File: config.mk
export PLATFORM = sky130hd
export DESIGN_NAME = sort_engine
export DESIGN_NICKNAME = d
export VERILOG_FILES = /design/src/rtl/sort_engine.sv
export SDC_FILE = /design/constraint.sdc
export NUM_CORES = 1
export LEC_CHECK = 0
export CAP_MARGIN = 20
export CORE_ASPECT_RATIO = 1.4
export CORE_MARGIN = 5
export CORE_UTILIZATION = 45
export DETAILED_ROUTE_END_ITERATION = 12
export GPL_TIMING_DRIVEN = 0
export HOLD_SLACK_MARGIN = 0.05
export PLACE_DENSITY = 0.65
export SLEW_MARGIN = 15
export SYNTH_ARGS = -nofsm -noshare
export SYNTH_HDL_FRONTEND = slang
export SYNTH_SLANG_ARGS = --single-unit
File: constraint.sdc
create_clock -name clk -period 2.4 [get_ports clk]
set_clock_uncertainty 0.2 [all_clocks]
set_input_delay 0.24 -clock clk [delete_from_list [all_inputs] [get_ports clk]]
set_output_delay 0.24 -clock clk [all_outputs]
set_load 0.005 [all_outputs]
File: src/rtl/sort_engine.sv
// In-place selection sort over a small register-file buffer.
// Host loads/reads the buffer while idle; start sorts it in place.
module sort_engine #(
  parameter int WIDTH = 8,
  parameter int DEPTH = 8,
  parameter int SIGNED = 0,
  localparam int AW = (DEPTH > 2) ? $clog2(DEPTH) : 1
) (
  input  logic             clk,
  input  logic             nrst,
  input  logic             start,
  input  logic             desc,
  input  logic             wr,
  input  logic [AW-1:0]    addr,
  input  logic [WIDTH-1:0] datain,
  output logic [WIDTH-1:0] dataout,
  output logic             ready,
  output logic             done,
  output logic [AW:0]      swaps
);

  localparam logic [AW:0] LAST = (AW+1)'(DEPTH - 1);

  typedef enum logic [2:0] {
    IDLE, OUTER, INNER, CHECK, SWAP_A, SWAP_B
  } state_t;

  state_t state;

  logic [WIDTH-1:0] mem [DEPTH];
  logic [WIDTH-1:0] rd_q;
  logic [WIDTH-1:0] m;
  logic [WIDTH-1:0] mi;
  logic [AW:0]      i;
  logic [AW:0]      j;
  logic [AW:0]      jm;
  logic [AW:0]      jn;
  logic             desc_q;

  logic             we;
  logic             rd_en;
  logic [AW-1:0]    waddr;
  logic [AW-1:0]    raddr;
  logic [WIDTH-1:0] wdata;
  logic             lt;
  logic             gt;
  logic             better;

  assign dataout = rd_q;
  assign jn = j + 1'b1;

  // Candidate in rd_q beats the current extreme m (strict, so ties keep lowest index)
  always_comb begin
    if (SIGNED != 0) begin
      lt = $signed(rd_q) < $signed(m);
      gt = $signed(rd_q) > $signed(m);
    end else begin
      lt = rd_q < m;
      gt = rd_q > m;
    end
    better = desc_q ? gt : lt;
  end

  // Single read and single write port steering: host while idle, sorter otherwise
  always_comb begin
    we    = 1'b0;
    rd_en = 1'b0;
    waddr = addr;
    wdata = datain;
    raddr = addr;
    unique case (state)
      IDLE: begin
        we    = wr & ~start;
        rd_en = ~wr & ~start;
      end
      OUTER: begin
        raddr = i[AW-1:0];
        rd_en = 1'b1;
      end
      INNER: begin
        raddr = (j == LAST) ? j[AW-1:0] : jn[AW-1:0];
        rd_en = 1'b1;
      end
      SWAP_A: begin
        we    = 1'b1;
        waddr = i[AW-1:0];
        wdata = m;
      end
      SWAP_B: begin
        we    = 1'b1;
        waddr = jm[AW-1:0];
        wdata = mi;
      end
      default: ;
    endcase
  end

  // Buffer write port; contents survive reset
  always_ff @(posedge clk) begin
    if (we) mem[waddr] <= wdata;
  end

  // Sort sequencer; rd_q holds the element at index j while in INNER
  always_ff @(posedge clk or negedge nrst) begin
    if (!nrst) begin
      state  <= IDLE;
      ready  <= 1'b1;
      done   <= 1'b0;
      swaps  <= '0;
      rd_q   <= '0;
      m      <= '0;
      mi     <= '0;
      i      <= '0;
      j      <= '0;
      jm     <= '0;
      desc_q <= 1'b0;
    end else begin
      done <= 1'b0;
      if (rd_en) rd_q <= mem[raddr];
      unique case (state)
        IDLE: begin
          if (start) begin
            desc_q <= desc;
            swaps  <= '0;
            i      <= '0;
            ready  <= 1'b0;
            state  <= OUTER;
          end
        end
        OUTER: begin
          if (i == LAST) begin
            ready <= 1'b1;
            done  <= 1'b1;
            state <= IDLE;
          end else begin
            j     <= i;
            jm    <= i;
            state <= INNER;
          end
        end
        INNER: begin
          if (j == i) begin
            m  <= rd_q;
            mi <= rd_q;
          end else if (better) begin
            m  <= rd_q;
            jm <= j;
          end
          if (j == LAST) state <= CHECK;
          else j <= jn;
        end
        CHECK: begin
          if (jm == i) begin
            i     <= i + 1'b1;
            state <= OUTER;
          end else begin
            state <= SWAP_A;
          end
        end
        SWAP_A: state <= SWAP_B;
        SWAP_B: begin
          swaps <= swaps + 1'b1;
          i     <= i + 1'b1;
          state <= OUTER;
        end
        default: state <= IDLE;
      endcase
    end
  end

endmodule

==> out/results.ini <==
[hold_path]
hp-class = input port to asynchronous set/reset pin

[outcome]
violations = setup timing
status = finished with violations

[power]
peakVddDrop_uv = 623
leakagePower_nw = 2.71
p_int_mw = 5.99
pwr-share-seq = 0.288
p_switching_mw = 3.89
swShare = 0.394
total_power_mw = 9.88
power_density_nw_per_um2 = 1430
combPwrFrac = 0.560
p_clk_frac = 0.152

[logic_synthesis]
synth_area_um2 = 5370
synth_edf_count = 64
synth.distinct_cells = 66
synth_seq_area_share = 0.572
syn_nets = 445
synth_warnings = 0
synth_ff_type = edfxtp_1
syn_avg_cell_area_um2 = 12.9
ys_ff_latch = 110
async_reset_ff_frac = 0.418
synthCells = 418

[die]
rows = 47
dieArea_um2 = 14300
die_y_um = 139
die_w_um = 102
io-pin-count = 30
design.core.area_um2 = 11800
start_util = 0.457

[clock_tree]
clkLatencyLatePin_ns = 0.35
cts_buffers = 9
clkTransAtPathRegs_ns = 0.08
h-tree-depth = 3
cts_root_buf = clkbuf_16
cts.path.max_buffers = 2
cts_sinks = 110
cts_tree = yes

[final_layout]
area_growth_pct = 28.5
antenna_cells = 0
utilization = 0.587
fin_nets = 527
final_cell_mix = 64 x edfxtp_1, 37 x dfrtp_1, 33 x buf_4, 32 x nand2_1, 28 x clkdlybuf4s50_1
final_common_cell = edfxtp_1
drive_gt1_frac = 0.335

[route]
firstDrtPassIters = 4
viasPerCell = 5.68
wire_per_inst_um = 19.6
drtIter0Drc = 167
drc = 0
vias = 3704
drt_wl_total_mm = 12.8
ant_nets = 0

[timing]
setup_ws_ns = -0.192
fin_crit_ns = 2.59
clock.fmax_mhz = 386
worstMarginPinSlew_ns = 0.622
finalSetupViolations = 8
rsz0062_at_grt = yes
finalHoldViolations = 0
slew_violations = 0
setup_tns_ns = -1.24
period_share = 1.08
fin_hold_ws_ns = 0.199
slew_headroom = 0.585

[worst_setup_path]
critPathKind = flop to flop
reg2reg_slack_ns = -0.19
r2r-start = state[2]
cp-start-kind = flop
path_max_fanout = 8
cp.arrival_ns = 2.62
required_ns = 2.43
crit_path_end_kind = flop
r2r_cells = 8
r2r-end = dataout[3]

[global_route]
grt-ovfl-total = 0
grt_usage = 0.184
grt_pass1_vias = 3776
grt_pass1_wl_mm = 19.9
antenna_found_initial = 0
grt_max_degree = 25

[placed_design]
routabilityCongestion = 0.818
place_ws_ns = -0.649
io_buffer_count = 29
dp_hpwl_mm = 8.88

[run]
cap_violations = 0

-- how the worst max path moves through the flow --
stage,startpoint,to,slack (ns),cells after the start
final,state[2],dataout[3],-0.19,8
after global routing,state[0],dataout[3],-0.26,6
after CTS,state[0],dataout[6],-0.24,7
after detailed placement,state[0],mem[6][1],-0.65,6
after global placement,state[0],mem[6][0],-0.66,6
after floorplan,state[0],dataout[0],-0.14,7
-- power groups by stage --
| stage | Sequential (mW) | Clock, mW | Combinational [mW] |
|---|---|---|---|
| after global routing | 2.89 | 1.58 | 5.96 |
| after CTS | 2.83 | 1.52 | 5.02 |
| after floorplan | 2.79 | 0 | 2.98 |
| after global placement | 2.89 | 0 | 3.89 |
| final | 2.84 | 1.50 | 5.53 |
| after detailed placement | 2.91 | 0 | 4.00 |
-- layer usage --
| layer | GRT usage | routed length, um | vias up |
|---|---|---|---|
| met1 | 0.221 | 5030 | 1885 |
| li1 | - | - | 1737 |
| met5 | 0 | 0 | - |
| met2 | 0.324 | 7200 | 67 |
| met3 | 0.0290 | 377 | 15 |
| met4 | 0.0719 | 170 | 0 |
-- cell families after synthesis --
kind of cell,share of synthesized area
flip-flops,0.572
AND/OR/NAND/NOR,0.103
AO/OA/AOI/OAI,0.119
multiplexers,0.125
buffers and inverters,0.0347
XOR/XNOR,0.0210
adder cells (fa/ha/maj),0.0256
-- cells in the mapped netlist, types with 4 or more instances --
cell type | n | share of area
nand3_1 | 9 | 0.0084
mux2i_1 | 29 | 0.054
dfrtp_1 | 45 | 0.21
mux4_1 | 5 | 0.024
nor2b_1 | 6 | 0.0070
inv_1 | 13 | 0.0091
a221o_1 | 8 | 0.015
buf_6 | 4 | 0.0084
o211ai_1 | 5 | 0.0070
ha_1 | 11 | 0.026
mux2_2 | 8 | 0.017
mux2_1 | 8 | 0.017
o22ai_1 | 10 | 0.012
buf_2 | 6 | 0.0056
o21ai_0 | 20 | 0.019
o2111ai_1 | 4 | 0.0065
a21oi_1 | 18 | 0.017
clkbuf_1 | 7 | 0.0049
nor2_1 | 25 | 0.017
o21a_1 | 4 | 0.0056
nand2_1 | 37 | 0.026
edfxtp_1 | 64 | 0.36
xor2_1 | 9 | 0.015
-- sequential cells by signal, summed over array words and instances, names as in the netlist, 4 cells and up --
name     flops
j            4
m            8
swaps        4
mem         64
mi           8
i            4
jm           4
dataout      8
-- final cells by class --
cell class / count / area [um2]
inverters: 13 / 52.6
fillers: 948 / 4860
plain buffers: 19 / 141
well taps: 147 / 184
multi-input cells: 274 / 2410
clock buffers: 9 / 225
flip-flops and latches: 110 / 3080
repair buffers: 73 / 728
clock inverters: 7 / 78.8
-- repair_timing --
item,CTS,global route
setup endpoints to repair,148,140
buffers inserted,30,12
gates resized for setup,72,44
pin swaps,23,15
hold buffers,1,0
endpoints found under the hold margin,22,0
-- critical path: stages (launching register included) --
cell and delay [ns]:
dfrtp_2 0.43, buf_4 0.14, or4b_2 0.66, o211ai_1 0.20, a211oi_2 0.11, nand2b_1 0.13, buf_4 0.18, o22ai_1 0.12
a221o_1 0.30
-- through the flow --
step / instances / area, um2
4_1_cts: 642 / 6660
6_report: 652 / 6900
5_1_grt: 652 / 6900
2_1_floorplan: 418 / 5380
3_5_place_dp: 595 / 5870
3_3_place_gp: 594 / 5850
Power figures use the tool's default switching activity.
